===== config.mk =====
export PLATFORM = sky130hd
export DESIGN_NAME = bitstream_packer
export DESIGN_NICKNAME = d
export VERILOG_FILES = /design/src/rtl/bitstream_packer.sv
export SDC_FILE = /design/constraint.sdc
export NUM_CORES = 1
export LEC_CHECK = 0
export CORE_AREA = 2 2 166 168
export CTS_CLUSTER_SIZE = 10
export DETAILED_ROUTE_END_ITERATION = 10
export DIE_AREA = 0 0 168 170
export GPL_ROUTABILITY_DRIVEN = 1
export MAX_ROUTING_LAYER = met4
export PLACE_DENSITY = 0.79
export SETUP_SLACK_MARGIN = 0.15
export SLEW_MARGIN = 20
export SYNTH_ARGS = -nofsm -noshare
export SYNTH_HDL_FRONTEND = slang
export SYNTH_SLANG_ARGS = --single-unit

===== constraint.sdc =====
create_clock -name clk -period 9.86 [get_ports clk]
set_input_delay 2.958 -clock clk [delete_from_list [all_inputs] [get_ports clk]]
set_output_delay 2.958 -clock clk [all_outputs]
set_load 0.005 [all_outputs]

===== src/rtl/bitstream_packer.sv =====
`default_nettype none
// +----------------------------------------------------------------------------+
// | bitstream_packer: packs 0-4 encoder bytes/cycle into 32-bit words, FIFO out |
// | Revision: 1.0                                                              |
// +----------------------------------------------------------------------------+
module bitstream_packer #(
  parameter int BYTE_WIDTH      = 8,
  parameter int WORD_BYTES      = 4,
  parameter int FIFO_ADDR_WIDTH = 3,
  parameter int BYTE_CNT_WIDTH  = 24
) (
  input  logic                          clk,
  input  logic                          reset,
  input  logic [BYTE_WIDTH-1:0]         in_bit_1,
  input  logic [BYTE_WIDTH-1:0]         in_bit_2,
  input  logic [BYTE_WIDTH-1:0]         in_bit_3,
  input  logic [2:0]                    in_flag,
  input  logic [BYTE_WIDTH-1:0]         in_last_bit,
  input  logic                          in_flag_last,
  output logic [WORD_BYTES*BYTE_WIDTH-1:0] out_word,
  output logic [2:0]                    out_nbytes,
  output logic                          out_last,
  output logic                          out_valid,
  input  logic                          out_ready,
  output logic [BYTE_CNT_WIDTH-1:0]     byte_count,
  output logic                          overflow,
  output logic                          proto_error
);

  localparam int WORD_W  = WORD_BYTES * BYTE_WIDTH;
  localparam int RES_W   = 3 * BYTE_WIDTH;
  localparam int CAT_W   = RES_W + WORD_W;
  localparam int DEPTH   = 1 << FIFO_ADDR_WIDTH;
  localparam int ENTRY_W = WORD_W + 4;

  typedef enum logic [1:0] {RUN = 2'd0, FLUSH = 2'd1, DONE = 2'd2} state_t;
  state_t state, state_nx;

  logic [RES_W-1:0]  acc_q, acc_nx;
  logic [1:0]        acc_cnt, acc_cnt_nx;
  logic [2:0]        nf, n, total;
  logic [WORD_W-1:0] raw_vec, nb_vec;
  logic [CAT_W-1:0]  cat;

  logic              push, push_last, proto_set;
  logic [WORD_W-1:0] push_word;
  logic [2:0]        push_nb, cnt_add;

  logic [ENTRY_W-1:0]       mem [0:DEPTH-1];
  logic [ENTRY_W-1:0]       head;
  logic [FIFO_ADDR_WIDTH-1:0] wr_ptr, rd_ptr;
  logic [FIFO_ADDR_WIDTH:0]   fifo_cnt;
  logic                     full, pop, wr_en;

  // New bytes of this cycle, compacted left: in_flag bytes then the last byte.
  always_comb begin
    nf      = (in_flag <= 3'd3) ? in_flag : 3'd0;
    n       = nf + {2'b00, in_flag_last};
    total   = {1'b0, acc_cnt} + n;
    raw_vec = {in_bit_1, in_bit_2, in_bit_3, {(WORD_W-RES_W){1'b0}}};
    nb_vec  = '0;
    for (int i = 0; i < 4; i++) begin
      if (3'(i) < nf)
        nb_vec[WORD_W-1-i*BYTE_WIDTH -: BYTE_WIDTH] = raw_vec[WORD_W-1-i*BYTE_WIDTH -: BYTE_WIDTH];
      else if (in_flag_last && (3'(i) == nf))
        nb_vec[WORD_W-1-i*BYTE_WIDTH -: BYTE_WIDTH] = in_last_bit;
    end
    // Residual is kept left-aligned and zero beyond acc_cnt, so OR-merge is safe.
    cat = {acc_q, {WORD_W{1'b0}}} |
          ({nb_vec, {RES_W{1'b0}}} >> (BYTE_WIDTH * int'(acc_cnt)));
  end

  always_comb begin
    state_nx   = state;
    acc_nx     = acc_q;
    acc_cnt_nx = acc_cnt;
    push       = 1'b0;
    push_word  = cat[CAT_W-1 -: WORD_W];
    push_nb    = 3'd4;
    push_last  = 1'b0;
    proto_set  = 1'b0;
    cnt_add    = 3'd0;
    case (state)
      RUN: begin
        proto_set = (in_flag > 3'd3);
        cnt_add   = n;
        if (total >= 3'(WORD_BYTES)) begin
          push       = 1'b1;
          acc_nx     = cat[RES_W-1:0];
          acc_cnt_nx = 2'(total - 3'(WORD_BYTES));
        end else begin
          acc_nx     = cat[CAT_W-1 -: RES_W];
          acc_cnt_nx = total[1:0];
        end
        if (in_flag_last) begin
          if (acc_cnt_nx == 2'd0) begin
            push_last = 1'b1;
            state_nx  = DONE;
          end else begin
            state_nx = FLUSH;
          end
        end
      end
      FLUSH: begin
        push       = 1'b1;
        push_word  = {acc_q, {(WORD_W-RES_W){1'b0}}};
        push_nb    = {1'b0, acc_cnt};
        push_last  = 1'b1;
        acc_nx     = '0;
        acc_cnt_nx = 2'd0;
        state_nx   = DONE;
      end
      DONE: begin
        proto_set = (in_flag != 3'd0) || in_flag_last;
      end
      default: state_nx = RUN;
    endcase
  end

  assign full  = (fifo_cnt == (FIFO_ADDR_WIDTH+1)'(DEPTH));
  assign pop   = out_valid && out_ready;
  assign wr_en = push && (!full || pop);

  always_ff @(posedge clk) begin
    if (reset) begin
      state       <= RUN;
      acc_q       <= '0;
      acc_cnt     <= 2'd0;
      wr_ptr      <= '0;
      rd_ptr      <= '0;
      fifo_cnt    <= '0;
      byte_count  <= '0;
      overflow    <= 1'b0;
      proto_error <= 1'b0;
    end else begin
      state      <= state_nx;
      acc_q      <= acc_nx;
      acc_cnt    <= acc_cnt_nx;
      byte_count <= byte_count + BYTE_CNT_WIDTH'(cnt_add);
      if (wr_en) wr_ptr <= wr_ptr + 1'b1;
      if (pop)   rd_ptr <= rd_ptr + 1'b1;
      case ({wr_en, pop})
        2'b10:   fifo_cnt <= fifo_cnt + 1'b1;
        2'b01:   fifo_cnt <= fifo_cnt - 1'b1;
        default: fifo_cnt <= fifo_cnt;
      endcase
      if (push && full && !pop) overflow <= 1'b1;
      if (proto_set) proto_error <= 1'b1;
    end
  end

  always_ff @(posedge clk) begin
    if (wr_en) mem[wr_ptr] <= {push_last, push_nb, push_word};
  end

  assign head       = mem[rd_ptr];
  assign out_valid  = (fifo_cnt != '0);
  assign out_word   = out_valid ? head[WORD_W-1:0] : '0;
  assign out_nbytes = out_valid ? head[WORD_W+2:WORD_W] : 3'd0;
  assign out_last   = out_valid ? head[ENTRY_W-1] : 1'b0;

endmodule
`default_nettype wire


Yosys cells after proc, flatten, opt, wreduce, memory -nomap -nowiden
Memory sizes are Yosys's and may differ from the RTL's. A register that Yosys moved wholly into a read port is not among the register bits.
Index checks and enable logic that the tools add are counted.
{ "totals": {"input_bits": 39, "output_inout_bits": 63, "reg_bits": 64, "elab_cells": 91, "ram_bits": 288, "memories": 1} }
{ "classes": {"magnitude_cmp": 7, "n_mux": 34, "add_sub_neg": 8, "bitwise_logic": 2, "shift": 1, "reduce_logical": 20, "eq_ne": 9} }
{ "memory_table": {"columns": ["memory", "words", "width", "read_ports", "rd_clocked_by_memory_dff", "write_ports", "line", "rtl"], "rows": [
  ["mem", 8, 36, 1, 1, 1, "49", "logic [ENTRY_W-1:0] mem [0:DEPTH-1];"]
]} }
{ "ops": {"columns": ["op", "n"], "rows": [
  ["$mux W32", 2],
  ["$mux W8", 8],
  ["$or A56 B56 Y56", 1],
  ["$shr A56 B5 Y56", 1],
  ["$pmux W24 S2", 1],
  ["$add A24 B3 Y24", 1],
  ["$mux W24", 1],
  ["$mux W3", 6],
  ["$logic_and A1 B1 Y1", 8],
  ["$mux W2", 4],
  ["$pmux W4 S2", 1],
  ["$add A3 B1 Y3 const B", 2],
  ["$eq A2 B3 Y1 const A", 2],
  ["$lt A1 B3 Y1 const A", 2],
  ["$lt A2 B3 Y1 const A", 2],
  ["$mux W1", 6],
  ["$pmux W1 S2", 3],
  ["$pmux W2 S3", 1],
  ["$add A4 B1 Y4 const B", 1],
  ["$eq A2 B1 Y1 const B", 2],
  ["$eq A2 B2 Y1 const B", 2],
  ["$eq A4 B4 Y1 const B", 1],
  ["$logic_not A2 Y1", 2],
  ["$pmux W2 S2", 1],
  ["other kinds (17)", 20]
]} }

Longest topological paths before layout
Gate-level depths: netlist (run 1).
{ "logic_depth": {"depth_word": 11, "depth_mapped": 15, "depth_no_buf": 13} }

Least setup slack after synthesis (run 1)
OpenSTA, ideal clock, no wires.
{ "synth_path": {"path_kind": "input to register", "start": "input port in_flag[0]", "end": "memory mem[4][0] in the netlist's numbering (enable)", "n_path_buf": 2, "slack_ps": 1666, "setup_ps": 474, "required_time_ps": 9386, "cell_stages": 10, "arrival_time_ps": 7720, "cell_sequence": "buf_2 clkbuf_1 nor2b_1 ha_1 ha_1 fa_1 xnor2_2 a221oi_2 nand2_1 nor3_1"} }
{ "synth_between": {"elab_chain_cells": 10} }
{ "synth_lines": {"columns": ["element", "line", "rtl"], "rows": [
  ["start, declared", "17", "input logic [2:0] in_flag,"],
  ["$le A3 B2 Y1", "57", "nf = (in_flag <= 3'd3) ? in_flag : 3'd0;"],
  ["$mux W3 (*)", "57", null],
  ["$add A3 B1 Y3 (*)", "58", "n = nf + {2'b00, in_flag_last};"],
  ["$add A2 B3 Y3 (*)", "59", "total = {1'b0, acc_cnt} + n;"],
  ["$ge A3 B3 Y1 (*)", "87", "if (total >= 3'(WORD_BYTES)) begin"],
  ["$mux W1 (*)", "87", null],
  ["$pmux W1 S2 (*)", "83", "case (state)"],
  ["$logic_and A1 B1 Y1 (*)", "122", "assign wr_en = push && (!full || pop);"],
  ["$mux W1 (*)", "153", "if (wr_en) mem[wr_ptr] <= {push_last, push_nb, push_word};"],
  ["$mux W1 (implied by the code) (*)", "153", null],
  ["end, declared", "49", null]
]} }
Every way passes the cells marked *; elsewhere a longest branch is shown, timed or not.

Worst setup path in the final report (run 1)
{ "layout_path": {"start": "input port in_flag[1]", "end": "memory mem[6][29] in the netlist's numbering (enable)"} }
Same word-level chain as after synthesis.

==> results of run 1 <==
-- report_power, final --
group          total [W]  switching [W]  internal [W]
Sequential       0.00195       0.000104       0.00185
Combinational    0.00132       0.000713      0.000609
Clock            0.00134       0.000548      0.000793
Total            0.00461        0.00136       0.00325
-- layout make-up --
class,instances,area [um^2],share of cell area (%)
Clock buffer,71,1160,6.40
Clock inverter,2,17.5,0.0967
Inverter,27,101,0.560
Multi-Input combinational cell,621,5240,28.9
Sequential cell,355,10000,55.2
Tap cell,341,427,2.36
Timing Repair Buffer,122,1160,6.43
-- state kept, by name, indices dropped and copies added (netlist names), named ones only --
name and flops:
acc_cnt 2, acc_q 24, byte_count 24, fifo_cnt 4
mem 288, overflow 1, proto_error 1, rd_ptr 3
state 2, wr_ptr 3
-- layer usage --
metal  global-route usage (%)  part of all wire [%]
met5                        -                     0
met4                     9.49                   3.8
met3                     4.14                   7.3
met2                     44.6                    49
met1                     35.2                    40
-- synth_stat cells, types with 6 or more instances --
cell	n
dfxtp_1	67
buf_1	12
nor3_1	15
a21oi_1	57
o31ai_1	8
nand2b_1	10
o22ai_1	7
inv_1	25
ha_1	9
or3_1	9
o21bai_1	12
nand3b_1	9
a31oi_1	13
a22oi_1	22
a211oi_1	24
nand2_1	66
or4_1	8
buf_2	12
a222oi_1	8
nor2_1	75
and2_1	6
edfxtp_1	288
mux2i_1	55
nor2b_1	11
a21o_1	11
o21ai_0	27
nand3_1	17
clkbuf_1	45
nand4b_1	8
a221oi_1	8
mux4_2	72
-- cells by family after synthesis --
| group | count (synthesis) |
|---|---|
| flip-flops | 355 |
| AND/OR/NAND/NOR | 259 |
| AO/OA/AOI/OAI | 211 |
| multiplexers | 129 |
| buffers and inverters | 98 |
| XOR/XNOR | 11 |
| adder cells (fa/ha/maj) | 11 |
-- worst max-delay path, stage by stage --
cell	delay (ns)
clkdlybuf4s50_1	0.82
nand2b_1	0.36
inv_1	0.12
ha_1	0.34
fa_1	0.47
xnor2_2	0.17
a221oi_2	0.59
nand2_1	0.39
nor2_4	0.78
buf_4	0.38
-- stage by stage --
step	utilization [%]	area [um^2]	total power, W	hold slack (ns)	worst slack [ns]
floorplan	-	15600	0.00275	0.442	1.67
global placement	63.5	16900	0.00325	0.439	2.39
detailed placement	63.5	16900	0.00329	0.455	2.22
CTS	67.9	18100	0.00463	0.471	2.75
global route	67.9	18100	0.00481	0.480	2.45
finish	67.9	18100	0.00461	0.466	2.68
-- how the worst max path moves through the flow --
stage,start,to,slack (ns),depth (start not counted)
finish,in_flag[1],mem[6][29],2.68,10
global route,in_flag[1],mem[6][12],2.45,10
CTS,in_flag[1],mem[6][29],2.75,10
detailed placement,in_flag[1],mem[5][9],2.22,10
global placement,in_flag[1],mem[7][9],2.39,10
floorplan,in_flag[0],mem[4][0],1.67,10
-- cell usage in the layout, fill, tap and decap left out, drive strengths merged, types with 10 or more instances in the layout --
master / instances
mux2i: 55
nor2b: 11
a21oi: 57
nand3: 18
o21bai: 12
nor2: 75
buf: 22
nand2b: 10
a211oi: 25
a22oi: 22
inv: 29
a21o: 11
edfxtp: 288
a31oi: 13
dfxtp: 67
mux4: 72
clkdlybuf4s50: 100
clkbuf: 71
nor3: 16
nand2: 66
o21ai: 29
==> results.py, run 1 <==
metrics = {
    "place": {
        "dp.cells": 1466,
        "routabilityCongestion": 0.956,
        "hpwl_um": 23800,
        "io_buffers": 101,
    },
    "sta": {
        "hold_viol": 0,
        "finalCritPeriodShare_pct": 72.9,
        "worstMarginPinSlew_ns": 1.16,
        "fin_skew_ns": 0.0133,
        "rsz0062_at_grt": "false",
        "fin_setup_tns_ns": 0,
        "slew_viol_final": 0,
        "relSlewSlack_pct": 22.3,
        "finalSetupViolCount": 0,
        "max_freq_mhz": 139,
        "timing.final.crit_period_ns": 7.18,
    },
    "route": {
        "first_iter_violations": 1205,
        "wl_um": 37200,
        "drt_pass1_iterations": 6,
        "avgViaCountPerCell": 6.40,
        "wl_per_cell_um": 24.2,
        "vias": 9857,
        "antenna_left": 0,
        "drc_errors": 0,
    },
    "yosys": {
        "synth_top_family_by_area": "multiplexers",
        "ys_warn_count": 0,
        "synth_edf_count": 288,
        "syn_area_per_cell_um2": 14.5,
        "yosys.area.top_type": "edfxtp_1",
        "synth_seq_cells": 355,
        "synth_cell_type_count": 65,
        "ys.flop_type": "edfxtp_1",
        "muxShareOfSynthArea_pct": 14.1,
        "netlist_area_um2": 15600,
        "ys_async_sr_fraction_pct": 0,
        "synthesis.nets": 1124,
        "synth-xor-area-share_pct": 0.667,
        "yosysSeqAreaShare_pct": 64.2,
        "synth_compound_area_share_pct": 9.03,
        "synthSimpleGateAreaFrac_pct": 8.53,
        "synth_area_leaders": "edfxtp_1 (56%), mux4_2 (10%), dfxtp_1 (8.6%)",
        "synth_top_cell_area_share_pct": 55.5,
        "synth_fa_ha_area_share_pct": 0.980,
        "synthCells": 1074,
    },
    "clocking": {
        "path_clk_slew_ns": 0.06,
        "hold_buffers": 0,
        "cts_resized": 0,
        "numCtsBuffers": 41,
        "cts.sinks": 355,
        "cts_tree": "yes",
        "cts-root-buf": "clkbuf_16",
        "clock_latency_ns": 0.52,
        "htreeDepth": 2,
        "cts_setup_buffers": 0,
        "cts.path.max_buffers": 3,
    },
    "global_route": {
        "grt_overflow_total": 0,
        "grt_usage_pct": 27.2,
        "grt_pass1_wl_um": 57000,
        "grt_pass1_vias": 9720,
        "antenna_found_initial": 0,
        "grt_max_degree": 56,
    },
    "hold_path": {
        "min_to": "proto_error",
        "worstHoldStart": "proto_error",
        "hold_depth": 2,
        "hold_class": "reg -> reg",
    },
    "floorplan": {
        "die_area_um2": 28600,
        "core.rowCount": 60,
        "die_y_um": 170,
        "core-area_um2": 26700,
        "ios": 102,
        "initial_core_util_pct": 58.4,
        "fp.dieW_um": 168,
    },
    "cells_and_area": {
        "area_delta_synth_final_pct": 16.3,
        "fillers": 1754,
        "fin_nets": 1218,
        "final_cells": 1539,
        "antenna_cells": 0,
        "drive_above_1_share_pct": 14.0,
    },
    "worst_setup_path": {
        "worstSetupStartpointType": "input pin",
        "worstPathRequired_ns": 10.06,
        "cp_max_fo": 22,
        "arrival_ns": 7.39,
        "r2r-start": "acc_cnt[0]",
        "worstRegToRegCells": 8,
        "ff2ff_setup_slack_ns": 6.00,
        "end_kind": "register",
        "path_class": "in -> reg",
        "reg2reg_to": "mem[6][29]",
    },
    "power": {
        "vdd_drop_max_v": 0.000110,
        "powerDensity_nw_per_um2": 255,
        "leakage_nw": 5.85,
    },
    "outcome": {
        "status": "finished, final reports clean",
    },
    "flow_run": {
        "drv_cap": 0,
    },
}
(Power assumes the default switching activity.)
==> inputs of run 2 (changes only) <==
==> constraint.sdc (replaced) <==
create_clock -name clk -period 7.5 [get_ports clk]
set_input_delay 2.25 -clock clk [delete_from_list [all_inputs] [get_ports clk]]
set_output_delay 2.25 -clock clk [all_outputs]
set_load 0.005 [all_outputs]
==> run 2 against run 1 <==
  * Global-route usage rose by 1.9 points
  * Core utilization rose by 0.44 points
  * Clock power increased by 37%
  * Die area stayed put
  * Critical path depth unchanged
  * First-iteration DRC count up 16%
  * Via count grew 2.1%
  * Setup slack worse by 1.2 ns
==> results.py, run 2 (synthesis gave the netlist of run 1 again) <==
metrics = {
    "outcome": {
        "status": "finished, final reports clean",
    },
    "route": {
        "drc_errors": 0,
        "wl_um": 39300,
        "drt_pass1_iterations": 8,
        "antenna_left": 0,
        "avgViaCountPerCell": 6.51,
        "wl_per_cell_um": 25.4,
        "first_iter_violations": 1393,
        "vias": 10100,
    },
    "power": {
        "leakage_nw": 5.90,
        "switching_share_pct": 30.1,
        "intPower_w": 0.00431,
        "comb_power_share_pct": 28.7,
        "power.switching_w": 0.00185,
        "pwr-share-clk_pct": 29.7,
        "seq_power_share_pct": 41.6,
        "powerDensity_nw_per_um2": 338,
        "vdd_drop_max_v": 0.000179,
    },
    "sta": {
        "finalSetupViolCount": 0,
        "fin_skew_ns": 0.0246,
        "slew_viol_final": 0,
        "max_freq_mhz": 165,
        "worstMarginPinSlew_ns": 1.15,
        "rsz0062_at_grt": "false",
        "timing.final.crit_period_ns": 6.05,
        "relSlewSlack_pct": 22.6,
        "hold_viol": 0,
        "finalCritPeriodShare_pct": 80.7,
        "fin_setup_tns_ns": 0,
        "hold_slack_ns": 0.463,
    },
    "place": {
        "hpwl_um": 24800,
        "routabilityCongestion": 0.947,
        "io_buffers": 101,
    },
    "global_route": {
        "grt_overflow_total": 0,
        "grt_pass1_wl_um": 60700,
        "antenna_found_initial": 0,
        "grt_usage_pct": 29.1,
        "grt_pass1_vias": 10000,
        "grt_max_degree": 73,
    },
    "clocking": {
        "clock_latency_ns": 0.54,
        "cts.sinks": 355,
        "cts-root-buf": "clkbuf_16",
        "path_clk_slew_ns": 0.06,
        "hold_buffers": 0,
        "numCtsBuffers": 41,
        "cts_setup_buffers": 0,
        "htreeDepth": 2,
        "cts.path.max_buffers": 3,
        "cts_tree": "yes",
        "cts_resized": 0,
    },
    "floorplan": {
        "ios": 102,
        "core.rowCount": 60,
        "die_y_um": 170,
        "core-area_um2": 26700,
        "die_area_um2": 28600,
        "initial_core_util_pct": 58.4,
        "fp.dieW_um": 168,
    },
    "worst_setup_path": {
        "worstSetupStartpointType": "input pin",
        "arrival_ns": 6.27,
        "cp_max_fo": 27,
        "end_kind": "register",
        "path_class": "in -> reg",
        "worstPathRequired_ns": 7.72,
    },
    "cells_and_area": {
        "antenna_cells": 0,
        "drive_above_1_share_pct": 14.5,
        "mostFrequentLayoutCell": "edfxtp_1",
        "reg_top3": "mem: 288 flops, acc_q: 24 flops, byte_count: 24 flops",
        "regMostFlops": "mem",
        "fillers": 1752,
        "layout_common_cells": "edfxtp_1 (288), clkdlybuf4s50_1 (100), mux4_2 (72)",
        "largest_reg_flops": 288,
        "fin_nets": 1222,
        "area_delta_synth_final_pct": 17.0,
    },
    "flow_run": {
        "drv_cap": 0,
    },
    "hold_path": {
        "hold_class": "reg -> reg",
    },
}
run 2: final timing paths:
path | start | to | slack, ns | depth (start not counted)
setup / recovery | in_flag[2] | mem[4][26] | 1.45 | 10
hold reg to reg | proto_error | proto_error | 0.46 | 2
setup reg to reg | acc_cnt[0] | mem[4][26] | 3.98 | 7
hold / removal | proto_error | proto_error | 0.46 | 2
run 2: final cells by class:
cell class | count | area (um^2) | area share [%]
flip-flops and latches | 355 | 10000 | 54.9
clock inverters | 2 | 36.3 | 0.199
well taps | 341 | 427 | 2.34
multi-input cells | 621 | 5260 | 28.9
clock buffers | 74 | 1190 | 6.54
repair buffers | 126 | 1210 | 6.62
inverters | 27 | 101 | 0.556
run 2: critical path, cell delays in order:
cell,delay (ns)
clkdlybuf4s50_1,0.61
nand2b_1,0.25
inv_1,0.09
ha_1,0.34
fa_1,0.47
xnor2_2,0.26
a221oi_2,0.67
nand2_1,0.39
nor3_4,0.61
buf_12,0.30
run 2: stage by stage:
step / std cells / setup slack [ns] / utilization [%] / power, W / area [um^2]
global route: 1546 / 1.27 / 68.4 / 0.00641 / 18200
floorplan: 1074 / 0.975 / - / 0.00362 / 15600
CTS: 1546 / 1.56 / 68.3 / 0.00618 / 18200
finish: 1546 / 1.45 / 68.4 / 0.00616 / 18200
global placement: 1470 / 1.20 / 63.7 / 0.00431 / 17000
detailed placement: 1470 / 1.03 / 63.7 / 0.00435 / 17000
run 2: per-layer routing:
metal / GRT usage [%] / up-vias / share of wire (%) / routed length (um)
met4: 9.34 / 0 / 3.1 / 1240
met1: 38.2 / 5059 / 39 / 15500
li1: - / 4410 / - / -
met5: - / - / 0 / 0
met3: 5.14 / 91 / 8.4 / 3290
met2: 46.9 / 504 / 49 / 19300
run 2: power groups by stage:
stage	Combinational, W	Sequential (W)	Clock (W)
after detailed placement	0.00175	0.00260	0
after CTS	0.00177	0.00257	0.00184
after floorplan	0.00111	0.00251	0
after global placement	0.00171	0.00259	0
after global routing	0.00190	0.00258	0.00193
final	0.00177	0.00256	0.00183
==> RTL change, RTL diff (settings of run 1) <==
The 3 states of `state_t` get a one-hot encoding in 3 bits.
--- a/src/rtl/bitstream_packer.sv
+++ b/src/rtl/bitstream_packer.sv
@@ -33,7 +33,7 @@
   localparam int DEPTH   = 1 << FIFO_ADDR_WIDTH;
   localparam int ENTRY_W = WORD_W + 4;
 
-  typedef enum logic [1:0] {RUN = 2'd0, FLUSH = 2'd1, DONE = 2'd2} state_t;
+  typedef enum logic [2:0] {RUN = 3'b001, FLUSH = 3'b010, DONE = 3'b100} state_t;
   state_t state, state_nx;
 
   logic [RES_W-1:0]  acc_q, acc_nx;
Formal check against the unedited RTL: same outputs for any inputs over 4 cycles, from zero or initial values and one cycle with reset high; so few cycles prove little.
==> RTL change against run 1 <==
Routed wire length is 5.5% higher; utilization up 0.95 points; setup slack better by 0.032 ns; total power decreased by 3.6%; synthesized area is 1.6% higher; count of clock-buffer cells in the layout down 16; final area rose by 1.4%; first-iteration DRC count is 0.41% higher; sequential cell count up 1; die area did not move; non-clock buffer count did not move; sequential share of layout area decreased by 0.67 points; critical path type unchanged; largest power group unchanged.
==> RTL change: results <==
set metrics [dict create \
    swShare 0.2953 \
    cts.clk_slew.worst_paths_ns 0.05 \
    synth.area.top_cells "edfxtp_1 55%, mux4_2 10%, dfxtp_1 8.6%" \
    dp_slack_ns 2.062 \
    syn_area_per_cell_sq_um 14.21 \
    holdCritStartpoint "byte_count[23]" \
    seq_area_frac_synth 0.6328 \
    drive_gt1_frac 0.1432 \
    clkbuf_count 55 \
    multi_input_area_share 0.2995 \
    seq-cell-share 0.5455 \
    hold_slack_ns 0.4785 \
    outcome "finished clean" \
    dp_cells 1504 \
    cp.arrival_ns 7.36 \
    cp_max_fo 33 \
    peakVddDrop_mv 0.1643 \
    fin_cells 1563 \
    grt_start_max_net_pins 73 \
    first_pass_iters 5 \
    nets 1258 \
    drt_iter0_markers 1210 \
    min_to "byte_count[23]" \
    dpl.hpwl_um 23940 \
    power_switching_mw 1.313 \
    num-multi-input-gates 664 \
    p_comb_mw 1.20 \
    grt_pass1_wl_um 60270 \
    crit_end "mem[6][30]" \
    areaGrowthSynthToFinish_pct 16.06 \
    wirelength_um 39260 \
    p_leak_nw 5.878 \
    grt_usage 0.2881 \
    nonClkBufAreaFrac 0.06624 \
    fin_skew_ns 0.01515 \
    r2r_start "acc_cnt[0]" \
    gp_congestion 0.9606 \
    clock_area_frac 0.06079 \
    cts_buffers 41 \
    startpoint "in_flag[0]" \
    via_per_inst 6.614 \
    num-nonclk-inverters 23 \
    place_area_sq_um 17200 \
    ff_latch_area_sq_um 10020 \
    yosysUniqueCellTypes 71 \
    finalCriticalPeriod_ns 7.151 \
]
-- RTL change: routing by layer --
| metal | wire length (um) | global-route usage | vias up |
|---|---|---|---|
| li1 | - | - | 4566 |
| met1 | 15220 | 0.3708 | 5091 |
| met2 | 19390 | 0.4689 | 581 |
| met3 | 3150 | 0.04651 | 100 |
| met4 | 1497 | 0.1074 | 0 |
| met5 | 0 | - | - |
-- RTL change: logic make-up (layout without fill, tap and decap cells) --
family,Yosys count,count (layout),share of synthesized area
AND/OR/NAND/NOR,280,280,0.09112
adder cells (fa/ha/maj),11,11,0.009650
buffers and inverters,93,202,0.02373
flip-flops,356,356,0.6328
multiplexers,124,124,0.1358
XOR/XNOR,12,12,0.006644
AO/OA/AOI/OAI,237,237,0.1003
-- RTL change: worst max-delay path, cell delays in order --
cell and delay [ns]:
clkdlybuf4s50_1 0.91, nor2b_1 0.36, ha_1 0.19, ha_1 0.31, fa_1 0.48, xor2_2 0.15
buf_4 0.34, a21o_1 0.33, nand3_1 0.37, nor2_4 0.69, buf_16 0.24
